### src/rtl/usb_dir_scheduler.sv
// Direction arbiter and burst sequencer for the FX3 slave-FIFO stream engine.
// Picks rx (host->DA) or tx (FPGA->host), inserts turnaround idles and watches each burst.
module usb_dir_scheduler #(
    parameter int FIFO_AW     = 12,
    parameter int BURST_WORDS = 1024,
    parameter int LOW_WM      = 1024,
    parameter int TURN_CYC    = 4,
    parameter int MAX_RUN     = 4,
    parameter int TIMEOUT     = 4096
) (
    input  logic               clk,
    input  logic               rst_n,
    input  logic               enable,
    input  logic               rx_avail,
    input  logic               tx_space,
    input  logic               tx_pending,
    input  logic [FIFO_AW-1:0] fifo_wrusedw,
    input  logic               fifo_wrfull,
    input  logic               burst_done,
    input  logic               clr_err,
    output logic               data_dir,
    output logic               burst_start,
    output logic               busy,
    output logic               timeout_err,
    output logic [15:0]        rx_burst_cnt,
    output logic [15:0]        tx_burst_cnt
);

    localparam logic [2:0] S_IDLE  = 3'd0;
    localparam logic [2:0] S_TURN  = 3'd1;
    localparam logic [2:0] S_START = 3'd2;
    localparam logic [2:0] S_BUSY  = 3'd3;
    localparam logic [2:0] S_GAP   = 3'd4;

    localparam int TW  = $clog2(TIMEOUT + 1);
    localparam int TNW = $clog2(TURN_CYC + 1);
    localparam int RW  = $clog2(MAX_RUN + 1);

    localparam logic [FIFO_AW:0] FULL_LVL  = {1'b0, {FIFO_AW{1'b1}}};
    localparam logic [FIFO_AW:0] BURST_LVL = (FIFO_AW + 1)'(BURST_WORDS);
    localparam logic [FIFO_AW:0] LOW_LVL   = (FIFO_AW + 1)'(LOW_WM);
    localparam logic [TW-1:0]    TMO_LAST  = TW'(TIMEOUT - 1);
    localparam logic [TNW-1:0]   TURN_LOAD = TNW'(TURN_CYC - 1);
    localparam logic [RW-1:0]    RUN_MAX   = RW'(MAX_RUN);

    logic [2:0]       state;
    logic [TW-1:0]    tmo_tmr;
    logic [TNW-1:0]   turn_tmr;
    logic [RW-1:0]    run_cnt;
    logic             last_dir;
    logic             has_last;

    logic [FIFO_AW:0] free_lvl;
    logic             rx_elig;
    logic             tx_elig;
    logic             pick;

    // Free space is computed one bit wider so the subtraction can never wrap.
    assign free_lvl = FULL_LVL - {1'b0, fifo_wrusedw};
    assign rx_elig  = rx_avail & ~fifo_wrfull & (free_lvl >= BURST_LVL);
    assign tx_elig  = tx_space & tx_pending;

    always_comb begin
        pick = data_dir;
        if (rx_elig && !tx_elig)
            pick = 1'b0;
        else if (tx_elig && !rx_elig)
            pick = 1'b1;
        else if ({1'b0, fifo_wrusedw} < LOW_LVL)
            pick = 1'b0;
        else if (run_cnt >= RUN_MAX)
            pick = ~data_dir;
    end

    always_ff @(posedge clk or negedge rst_n) begin
        if (!rst_n) begin
            state        <= S_IDLE;
            data_dir     <= 1'b0;
            burst_start  <= 1'b0;
            busy         <= 1'b0;
            timeout_err  <= 1'b0;
            rx_burst_cnt <= 16'd0;
            tx_burst_cnt <= 16'd0;
            tmo_tmr      <= '0;
            turn_tmr     <= '0;
            run_cnt      <= '0;
            last_dir     <= 1'b0;
            has_last     <= 1'b0;
        end else begin
            burst_start <= 1'b0;
            // A timeout raised below overrides this clear on the same edge.
            if (clr_err)
                timeout_err <= 1'b0;

            case (state)
                S_IDLE: begin
                    if (enable && (rx_elig || tx_elig)) begin
                        busy <= 1'b1;
                        if (pick == data_dir) begin
                            state <= S_START;
                        end else begin
                            data_dir <= pick;
                            turn_tmr <= TURN_LOAD;
                            state    <= S_TURN;
                        end
                    end
                end
                S_TURN: begin
                    if (turn_tmr == '0)
                        state <= S_START;
                    else
                        turn_tmr <= turn_tmr - TNW'(1);
                end
                S_START: begin
                    burst_start <= 1'b1;
                    tmo_tmr     <= '0;
                    state       <= S_BUSY;
                end
                S_BUSY: begin
                    if (burst_done) begin
                        if (data_dir)
                            tx_burst_cnt <= tx_burst_cnt + 16'd1;
                        else
                            rx_burst_cnt <= rx_burst_cnt + 16'd1;
                        if (has_last && (last_dir == data_dir)) begin
                            if (run_cnt < RUN_MAX)
                                run_cnt <= run_cnt + RW'(1);
                        end else begin
                            run_cnt <= RW'(1);
                        end
                        last_dir <= data_dir;
                        has_last <= 1'b1;
                        state    <= S_GAP;
                    end else if (tmo_tmr == TMO_LAST) begin
                        timeout_err <= 1'b1;
                        state       <= S_GAP;
                    end else begin
                        tmo_tmr <= tmo_tmr + TW'(1);
                    end
                end
                S_GAP: begin
                    busy  <= 1'b0;
                    state <= S_IDLE;
                end
                default: begin
                    busy  <= 1'b0;
                    state <= S_IDLE;
                end
            endcase
        end
    end

endmodule
### config.mk
export PLATFORM = sky130hd
export DESIGN_NAME = usb_dir_scheduler
export DESIGN_NICKNAME = d
export VERILOG_FILES = /design/src/rtl/usb_dir_scheduler.sv
export SDC_FILE = /design/constraint.sdc
export NUM_CORES = 1
export LEC_CHECK = 0
export ABC_AREA = 1
export BUFFER_PORTS_ARGS = -buffer_cell sky130_fd_sc_hd__clkbuf_2
export CORE_ASPECT_RATIO = 0.75
export CORE_MARGIN = 2
export CORE_UTILIZATION = 27
export DETAILED_ROUTE_END_ITERATION = 16
export SYNTH_ARGS = -nofsm -noshare
export SYNTH_HDL_FRONTEND = slang
export SYNTH_SLANG_ARGS = --single-unit
### constraint.sdc
create_clock -name clk -period 1.4 [get_ports clk]
set_input_delay 0.28 -clock clk [delete_from_list [all_inputs] [get_ports clk]]
set_output_delay 0.28 -clock clk [all_outputs]
set_load 0.02 [all_outputs]
==> flow_summary_export.csv, run 1 <==
group,metric,value,unit
detailed_routing,avgViaCountPerCell,4.336,
synth,syn_area,3183,um^2
detailed_routing,drt_wl_total,8575,um
critical_path,critPathSlowestCell,"dfrtp_1",
critical_path,crit_required,1.61,ns
synth,synth_top_cell_by_area,"dfrtp_1",
critical_path,crit_arrival,1.72,ns
global_route,grt_max_degree,61,
layout,areaGrowthSynthToFinish,59.20,%
detailed_routing,drt-initial-drc-count,122,
outcome,status,"finished with violations",
detailed_routing,ant_nets,0,
placement,place.gp.congestion,0.8042,
power_and_ir_drop,power_density,1588,nW/um^2
clocking,cts_inserted_buffers,9,
floorplan,start_util,27.61,%
synth,netlist_top_cells_count,"nand2_1 (111), dfrtp_1 (60), inv_1 (44), nor2_1 (43), nand3_1 (39)",
detailed_routing,vias,3022,
critical_path,cp-end-kind,"register",
synth,synthCells,399,
global_route,antenna_found_initial,0,
critical_path,path_depth,8,
clocking,clk_path_buf_depth,2,
timing,finalSetupViolCount,24,
critical_path,worstSetupPathType,"register to register",
timing,post-route-min-period,1.512,ns
floorplan,core_area,11530,um^2
layout,final.fill_count,1133,
synth,ys_warn_count,0,
critical_path,slowest_delay,0.45,ns
timing,slew_viol_final,0,
placement,dp_hpwl,5424,um
power_and_ir_drop,total_power,8.045,mW
synth,avgSynthCellArea,7.978,um^2
critical_path,start_kind,"register",
synth,synth_edf_count,0,
timing,fmax,661.5,MHz
clocking,cts.clk_slew.worst_paths,0.05,ns
synth,ys_seq_area_share,47.17,%
synth,synth_flop_cell,"dfrtp_1",
power_and_ir_drop,irDropWorstVdd,0.0009778,V
layout,final_cells,697,
synth,synthTopCellsByArea,"dfrtp_1 (47%), nand2_1 (13%), nand3_1 (6.1%), xor2_1 (5.5%), inv_1 (5.2%)",
clocking,root_buffer,"clkbuf_16",
clocking,clkSinkCount,60,
timing,holdWs,0.1545,ns
critical_path,endpoint,"tmo_tmr[2]$_DFFE_PN0P_",
timing,fin_crit_sh,108.0,%
detailed_routing,dr.pass1.iters,4,
timing,hold_violations,0,
synth,synthDominantCellAreaShare,47.17,%
synth,synth_seq_cells,60,
min_path,min_from,"clr_err",
timing,setup_ws,-0.1116,ns
clocking,insertion_delay,0.33,ns
layout,layout.nets,558,
outcome,violations,"negative setup slack",
power_and_ir_drop,p_leak,2.536,nW
floorplan,die_x,129.4,um
floorplan,dieHeight,98.03,um
critical_path,path_cells,"inv_1 > nor2_4 > nand4_1 > nand2_4 > buf_6 > nand2_8 > a21oi_2 > nor2_1",
floorplan,ios,57,
critical_path,worst-path-max-fanout,10,
placement,place_inst,653,
synth,synth_cell_types,28,
detailed_routing,wire_per_inst,12.30,um
placement,place_ws,-0.2242,ns
placement,numPortBuffers,46,
floorplan,dieArea,12680,um^2
synth,synthArstFlopShare,100.0,%
timing,slew_headroom,76.35,%
timing,tns,-1.321,ns
critical_path,r2r_slack,-0.11,ns
timing,worst_pin_slew,0.3511,ns
layout,drive_above_1_share,46.73,%
critical_path,reg2reg_depth,8,
critical_path,timing.rr.start,"tmo_tmr[2]$_DFFE_PN0P_",
critical_path,cp_top_family,"simple AND/OR/NAND/NOR gates",
critical_path,crit_buf_inv,2,
clocking,cts-htree-levels,3,
synth,synth.most_common_cell,"nand2_1",
global_route,grt.overflow.total,0,
layout,diodes,0,
critical_path,critPathLaunch,"tmo_tmr[2]$_DFFE_PN0P_",
global_route,track_usage,13.25,%
synth,syn_nets,426,
clocking,cts_tree,"done",
min_path,worst_hold_path_type,"primary input to register",
global_route,grt_pass1_wl,13430,um
job,maxCapViolCount,0,
timing,rsz0062_at_grt,"true",
detailed_routing,drc,0,
critical_path,r2r-end,"tmo_tmr[2]$_DFFE_PN0P_",
global_route,grt_pass1_vias,2966,
floorplan,rows,34,
timing,final.setup_skew,0.007222,ns
## per-layer routing
| layer | track usage, % | part of all wire [%] | vias up |
|---|---|---|---|
| li1 | - | - | 1535 |
| met1 | 18.08 | 48 | 1433 |
| met2 | 20.08 | 47 | 48 |
| met4 | 2.425 | 0.68 | 0 |
| met3 | 5.260 | 4.6 | 6 |
| met5 | 0 | 0 | - |
## per-stage QoR
stage | cell area, um^2 | utilization, %
finish | 5067 | 43.95
global route | 5067 | 43.95
CTS | 4474 | 38.81
detailed placement | 3984 | 34.56
global placement | 3984 | 34.56
floorplan | 3198 | -
## sequential cells by signal (all words and copies together), names as in the netlist
| register | cells |
|---|---|
| rx_burst_cnt | 16 |
| has_last | 1 |
| turn_tmr | 3 |
| last_dir | 1 |
| data_dir | 1 |
| run_cnt | 3 |
| timeout_err | 1 |
| tx_burst_cnt | 16 |
| state | 3 |
| tmo_tmr | 13 |
| busy | 1 |
| burst_start | 1 |
## cells by family (layout without fill, tap and decap cells)
group                    Yosys count  count (layout)  share of synthesized area (%)
XOR/XNOR                          29              29                          7.980
flip-flops                        60              60                          47.17
adder cells (fa/ha/maj)            6               6                          2.358
AO/OA/AOI/OAI                     24              24                          3.813
buffers and inverters             52             186                          6.525
AND/OR/NAND/NOR                  228             230                          32.15
## final cells by class
type / count / area [um^2] / share of cell area (%)
multi-input cells: 289 / 2003 / 39.53
flip-flops and latches: 60 / 1511 / 29.83
repair buffers: 122 / 892.1 / 17.60
clock buffers: 12 / 236.5 / 4.667
inverters: 49 / 203.9 / 4.025
well taps: 162 / 202.7 / 4.000
clock inverters: 3 / 17.52 / 0.3457
## where the power goes
| group | internal [mW] | switching (mW) | leakage [nW] |
|---|---|---|---|
| Sequential | 2.09 | 0.341 | 0.773 |
| Clock | 1.18 | 0.750 | 0.122 |
| Combinational | 1.52 | 2.16 | 1.64 |
## worst min path at each step
stage	to	cells after the start
floorplan	burst_start$_DFF_PN0_	0
finish	timeout_err$_DFF_PN0_	2
CTS	timeout_err$_DFF_PN0_	2
detailed placement	rx_burst_cnt[6]$_DFFE_PN0P_	2
global placement	tx_burst_cnt[12]$_DFFE_PN0P_	2
global route	timeout_err$_DFF_PN0_	2
## timing repair
item                                   4_1_cts  5_1_grt
setup buffers                               13       14
hold buffers                                 1        0
pin swaps                                   12       27
gates cloned                                 0        2
endpoints found under the hold margin       60        0
resized for setup                           31      124
setup endpoints to repair                   25       51
## layout by cell type (no fill, tap or decap), drive strengths merged, types with 9 or more instances in the layout
master,netlist,layout
xor2,20,20
nand3,41,41
nor2,49,49
a21oi,11,11
o21ai,12,12
buf,3,75
nor3,10,10
nand2,116,118
clkbuf,0,58
inv,49,49
dfrtp,60,60
xnor2,9,9
Note: power is estimated with default switching activity, not from simulation.
==> inputs of run 2 (changes only) <==
- ABC_AREA: 1 -> default
==> flow_summary_export.csv, run 2 <==
group,metric,value,unit
power_and_ir_drop,combPwrFrac,37.0,%
floorplan,core_area,10860,um^2
min_path,min_path_cells,2,
detailed_routing,ant_nets,0,
critical_path,path_cells,"buf_4 > nand4bb_1 > buf_6 > or4_4 > and3b_1",
synth,syn_area,2998,um^2
clocking,cts_inserted_buffers,9,
timing,final.setup_skew,0.009168,ns
power_and_ir_drop,pwr-share-seq,31.8,%
critical_path,worstSetupPathType,"register to register",
critical_path,crit_required,1.62,ns
critical_path,timing.rr.start,"state[2]$_DFFE_PN0P_",
layout,final_common_cell,"buf_4",
placement,place.gp.congestion,0.8165,
placement,place_inst,509,
power_and_ir_drop,p_leak,2.266,nW
clocking,clkSinkCount,60,
placement,numPortBuffers,46,
global_route,grt_max_degree,24,
power_and_ir_drop,p_int,4.854,mW
synth,avgSynthCellArea,11.19,um^2
synth,synth.most_common_cell,"dfrtp_1",
critical_path,cp_top_family,"simple AND/OR/NAND/NOR gates",
critical_path,crit_buf_inv,2,
timing,setup_ws,-0.2084,ns
clocking,root_buffer,"clkbuf_16",
floorplan,ios,57,
synth,netlist_top_cells_count,"dfrtp_1 (60), xnor2_1 (26), nand2_1 (22), nor2_1 (21), nand3_1 (17)",
synth,syn_nets,295,
detailed_routing,vias,2486,
synth,synthTopCellsByArea,"dfrtp_1 (50%), xnor2_1 (7.6%), xor2_1 (3.8%), nand3_1 (2.8%), nand2_1 (2.8%)",
synth,synth_cell_types,58,
critical_path,r2r_slack,-0.21,ns
timing,rsz0062_at_grt,"true",
job,maxCapViolCount,0,
floorplan,dieHeight,95.26,um
synth,synthCells,268,
power_and_ir_drop,power_density,1512,nW/um^2
layout,largestRegisters,"rx_burst_cnt (16), tx_burst_cnt (16), tmo_tmr (13)",
min_path,hold_path_end,"timeout_err$_DFF_PN0_",
placement,dp_hpwl,5228,um
floorplan,start_util,27.61,%
global_route,grt_pass1_wl,12190,um
layout,final_cells,547,
synth,synthArstFlopShare,100.0,%
layout,layout.nets,429,
detailed_routing,wire_per_inst,13.51,um
layout,diodes,0,
timing,fmax,621.7,MHz
outcome,violations,"negative setup slack",
synth,ys_seq_area_share,50.08,%
timing,finalSetupViolCount,48,
timing,slew_viol_final,0,
timing,fin_crit_sh,114.9,%
critical_path,worst-path-max-fanout,7,
clocking,clk_path_buf_depth,2,
synth,synthDominantCellAreaShare,50.08,%
clocking,cts.clk_slew.worst_paths,0.05,ns
clocking,cts_tree,"done",
min_path,min_from,"clr_err",
min_path,worst_hold_path_type,"primary input to register",
clocking,insertion_delay,0.33,ns
power_and_ir_drop,total_power,7.174,mW
floorplan,rows,33,
global_route,track_usage,12.99,%
floorplan,die_x,125.7,um
critical_path,critPathSlowestCell,"or4_4",
timing,slew_headroom,77.09,%
layout,utilization,43.69,%
timing,tns,-5.224,ns
synth,ys_warn_count,0,
detailed_routing,dr.pass1.iters,4,
clocking,cts-htree-levels,3,
power_and_ir_drop,p_sw_share,32.33,%
power_and_ir_drop,p_switching,2.320,mW
global_route,grt_pass1_vias,2500,
detailed_routing,drt_wl_total,7391,um
floorplan,dieArea,11970,um^2
critical_path,slowest_delay,0.43,ns
detailed_routing,drt-initial-drc-count,108,
synth,synth_seq_cells,60,
detailed_routing,drc,0,
critical_path,cp-end-kind,"register",
critical_path,start_kind,"register",
placement,place_ws,-0.2343,ns
timing,post-route-min-period,1.608,ns
synth,synth_flop_cell,"dfrtp_1",
global_route,antenna_found_initial,0,
layout,drive_above_1_share,54.79,%
timing,hold_violations,0,
outcome,status,"finished with violations",
layout,areaGrowthSynthToFinish,58.26,%
global_route,grt.overflow.total,0,
timing,worst_pin_slew,0.3437,ns
critical_path,reg2reg_depth,5,
synth,synth_top_cell_by_area,"dfrtp_1",
synth,synth_edf_count,0,
layout,mostFrequentLayoutCells,"buf_4 (61), dfrtp_1 (54), clkbuf_2 (45), xnor2_1 (24)",
critical_path,r2r-end,"tmo_tmr[12]$_DFFE_PN0P_",
power_and_ir_drop,clkPwrFrac,31.2,%
power_and_ir_drop,irDropWorstVdd,0.0008303,V
critical_path,crit_arrival,1.83,ns
detailed_routing,avgViaCountPerCell,4.545,
-- run 2: worst max path at each step --
stage                                        end  slack [ns]                  from  cells after the start
CTS                 tx_burst_cnt[11]$_DFFE_PN0P_       -0.22  state[2]$_DFFE_PN0P_                      6
global placement    tx_burst_cnt[15]$_DFFE_PN0P_       -0.18  state[2]$_DFFE_PN0P_                      6
floorplan                turn_tmr[2]$_DFFE_PN0P_       -0.22  data_dir$_DFFE_PN0P_                      6
global route        tx_burst_cnt[13]$_DFFE_PN0P_       -0.30  state[2]$_DFFE_PN0P_                      6
finish                   tmo_tmr[12]$_DFFE_PN0P_       -0.21  state[2]$_DFFE_PN0P_                      5
detailed placement  tx_burst_cnt[11]$_DFFE_PN0P_       -0.23  state[2]$_DFFE_PN0P_                      6
-- run 2: area by class of cell --
| class | count | area [um^2] |
|---|---|---|
| clock buffers | 12 | 256.5 |
| multi-input cells | 195 | 1734 |
| repair buffers | 130 | 999.7 |
| clock inverters | 4 | 47.55 |
| well taps | 140 | 175.2 |
| fillers | 1039 | 6115 |
| inverters | 6 | 22.52 |
| flip-flops and latches | 60 | 1509 |
-- run 2: kinds of logic after synthesis --
kind of cell	count (synthesis)	synth area share (%)
compound gates	30	7.930
xor+xnor	40	11.94
mux	3	1.127
simple gates	116	24.21
fa+ha+maj	6	2.504
flops	60	50.08
buf+inv	13	2.212
-- run 2: per-layer routing --
metal	track usage [%]	part of all wire, %	vias up
met5	0	0	-
met4	4.167	1.1	0
met3	3.704	4.6	8
met2	19.91	44	51
met1	17.83	50	1211
li1	-	-	1216
-- run 2: worst register-to-register path: stages, from the launching register on --
cell and delay (ns):
dfrtp_1 0.41, buf_4 0.14, nand4bb_1 0.18, buf_6 0.17, or4_4 0.43, and3b_1 0.17
-- run 2: power by group through the flow --
stage | registers (mW) | logic, mW | clock network [mW]
finish | 2.28 | 2.66 | 2.24
CTS | 2.27 | 2.44 | 2.30
floorplan | 2.42 | 0.984 | 0
global placement | 2.27 | 1.91 | 0
global route | 2.32 | 2.90 | 2.38
detailed placement | 2.28 | 1.96 | 0
-- run 2: what timing repair did --
| item | in CTS | in global routing |
|---|---|---|
| pin swaps | 45 | 23 |
| hold endpoints to repair | 9 | 0 |
| hold buffers | 1 | 0 |
| setup endpoints to repair | 48 | 54 |
| gates resized for setup | 58 | 20 |
| setup buffers | 13 | 10 |
-- run 2: through the flow --
stage	hold slack (ns)	area, um^2
after floorplan	-0.01559	3092
after global placement	0.1927	3910
after detailed placement	0.1955	3910
after CTS	0.1195	4578
after global routing	0.1419	4745
final	0.1393	4745
==> inputs of run 3 (changes only) <==
- CTS_BUF_LIST: default -> sky130_fd_sc_hd__clkbuf_2
- TNS_END_PERCENT: default -> 10
==> flow_summary_export.csv, run 3 (same netlist as run 2, synthesis figures left out) <==
group,metric,value,unit
outcome,status,"finished with violations",
outcome,violations,"negative setup slack",
detailed_routing,ant_nets,0,
critical_path,r2r_slack,-0.28,ns
timing,post-route-min-period,1.676,ns
timing,slew_headroom,76.68,%
layout,final.fill_count,1068,
min_path,hold_path_end,"data_dir$_DFFE_PN0P_",
layout,final_common_cell,"buf_4",
floorplan,dieHeight,95.26,um
timing,tns,-5.133,ns
detailed_routing,vias,2427,
detailed_routing,drt_wl_total,6945,um
power_and_ir_drop,p_switching,2.138,mW
critical_path,crit_required,1.78,ns
timing,worst_pin_slew,0.3498,ns
clocking,root_buffer,"clkbuf_2",
floorplan,core_area,10860,um^2
clocking,clkSinkCount,60,
timing,slew_viol_final,0,
clocking,clk_path_buf_depth,2,
clocking,cts_inserted_buffers,9,
global_route,grt_pass1_vias,2389,
global_route,grt_max_degree,61,
detailed_routing,drc,0,
power_and_ir_drop,power_density,1346,nW/um^2
critical_path,critPathSlowestCell,"dfrtp_2",
clocking,cts_tree,"done",
placement,numPortBuffers,46,
power_and_ir_drop,clkPwrFrac,17.7,%
layout,mostFrequentLayoutCells,"buf_4 (59), dfrtp_1 (51), clkbuf_2 (33), xnor2_1 (25), buf_6 (23)",
power_and_ir_drop,p_sw_share,36.25,%
critical_path,path_cells,"buf_6 > buf_12 > buf_4 > or3_1 > a21oi_2 > o21ai_0",
detailed_routing,drt-initial-drc-count,140,
timing,setup_ws,-0.2760,ns
power_and_ir_drop,pwr-share-seq,38.7,%
timing,finalSetupViolCount,59,
global_route,grt.overflow.total,0,
timing,hold_violations,0,
timing,rsz0062_at_grt,"true",
critical_path,cp-end-kind,"register",
global_route,antenna_found_initial,0,
critical_path,worst-path-max-fanout,10,
critical_path,start_kind,"register",
power_and_ir_drop,combPwrFrac,43.6,%
clocking,insertion_delay,0.50,ns
timing,final.setup_skew,0.02480,ns
layout,multi_input_area,1585,um^2
layout,drive_above_1_share,50.00,%
clocking,cts.clk_slew.worst_paths,0.16,ns
placement,place.gp.congestion,0.8056,
critical_path,cp_top_family,"flip-flops",
power_and_ir_drop,irDropWorstVdd,0.0006912,V
timing,fmax,596.6,MHz
critical_path,crit_buf_inv,3,
detailed_routing,wire_per_inst,12.91,um
min_path,worst_hold_path_type,"primary input to register",
global_route,grt_pass1_wl,11470,um
critical_path,slowest_delay,0.48,ns
critical_path,r2r-end,"state[1]$_DFFE_PN0P_",
detailed_routing,avgViaCountPerCell,4.511,
min_path,min_from,"enable",
placement,dp_hpwl,4930,um
layout,areaGrowthSynthToFinish,46.16,%
layout,largestRegisters,"rx_burst_cnt (16), tx_burst_cnt (16), tmo_tmr (13)",
timing,fin_crit_sh,119.7,%
floorplan,start_util,27.61,%
timing,holdWs,0.1812,ns
layout,diodes,0,
clocking,cts-htree-levels,3,
floorplan,dieArea,11970,um^2
job,maxCapViolCount,0,
global_route,track_usage,12.23,%
power_and_ir_drop,p_leak,2.071,nW
layout,layout.nets,420,
critical_path,crit_arrival,2.06,ns
power_and_ir_drop,p_int,3.760,mW
critical_path,timing.rr.start,"data_dir$_DFFE_PN0P_",
critical_path,reg2reg_depth,6,
detailed_routing,dr.pass1.iters,4,
floorplan,die_x,125.7,um
placement,place_ws,-0.2526,ns
critical_path,worstSetupPathType,"register to register",
min_path,min_path_cells,3,
floorplan,rows,33,
layout,seq_area,1513,um^2
floorplan,ios,57,
-- run 3: final cells by class --
class,count,area share [%]
clock buffer,10,1.142
clock inverter,6,1.256
inverter,6,0.5140
multi-input combinational,195,36.18
sequential,60,34.52
tap,140,3.998
timing repair buffer,121,22.39
-- run 3: how the worst max path moves through the flow --
stage / start / end / slack, ns / depth (start not counted)
CTS: data_dir$_DFFE_PN0P_ / data_dir / -0.25 / 3
global placement: state[1]$_DFFE_PN0P_ / turn_tmr[2]$_DFFE_PN0P_ / -0.27 / 6
global route: state[2]$_DFFE_PN0P_ / tx_burst_cnt[11]$_DFFE_PN0P_ / -0.31 / 6
finish: data_dir$_DFFE_PN0P_ / state[1]$_DFFE_PN0P_ / -0.28 / 6
floorplan: data_dir$_DFFE_PN0P_ / turn_tmr[2]$_DFFE_PN0P_ / -0.23 / 6
detailed placement: state[2]$_DFFE_PN0P_ / tx_burst_cnt[11]$_DFFE_PN0P_ / -0.25 / 6
-- run 3: metrics by stage --
stage          util [%]  instances  power [mW]  area (um^2)
2_1_floorplan         -        268       3.355         3003
3_3_place_gp      35.60        511       4.169         3866
3_5_place_dp      35.60        511       4.228         3866
4_1_cts           38.48        535       5.574         4179
5_1_grt           40.35        538       6.293         4382
6_report          40.35        538       5.898         4382
-- run 3: power by group through the flow --
stage / sequential, mW / clock [mW] / combinational, mW
detailed placement: 2.26 / 0 / 1.97
CTS: 2.24 / 1.10 / 2.23
global route: 2.32 / 1.18 / 2.79
finish: 2.28 / 1.04 / 2.57
global placement: 2.25 / 0 / 1.92
floorplan: 2.41 / 0 / 0.949
-- run 3: tightest hold or removal path: stages --
cell      delay, ns
clkbuf_2       0.12
a31oi_1        0.16
nor2_1         0.07
-- run 3: metal layers --
metal	track usage (%)	part of all wire (%)	vias to the layer above
met4	3.704	1.2	0
met5	0	0	-
met2	18.51	44	56
li1	-	-	1206
met1	16.44	50	1154
met3	4.489	5.2	11
-- run 3: timing repair --
item	in CTS	in global routing
gates resized for setup	39	72
pin swaps	24	11
hold endpoints to repair	61	0
buffers inserted	6	3
hold buffers	2	0
endpoints found under the setup margin	84	90
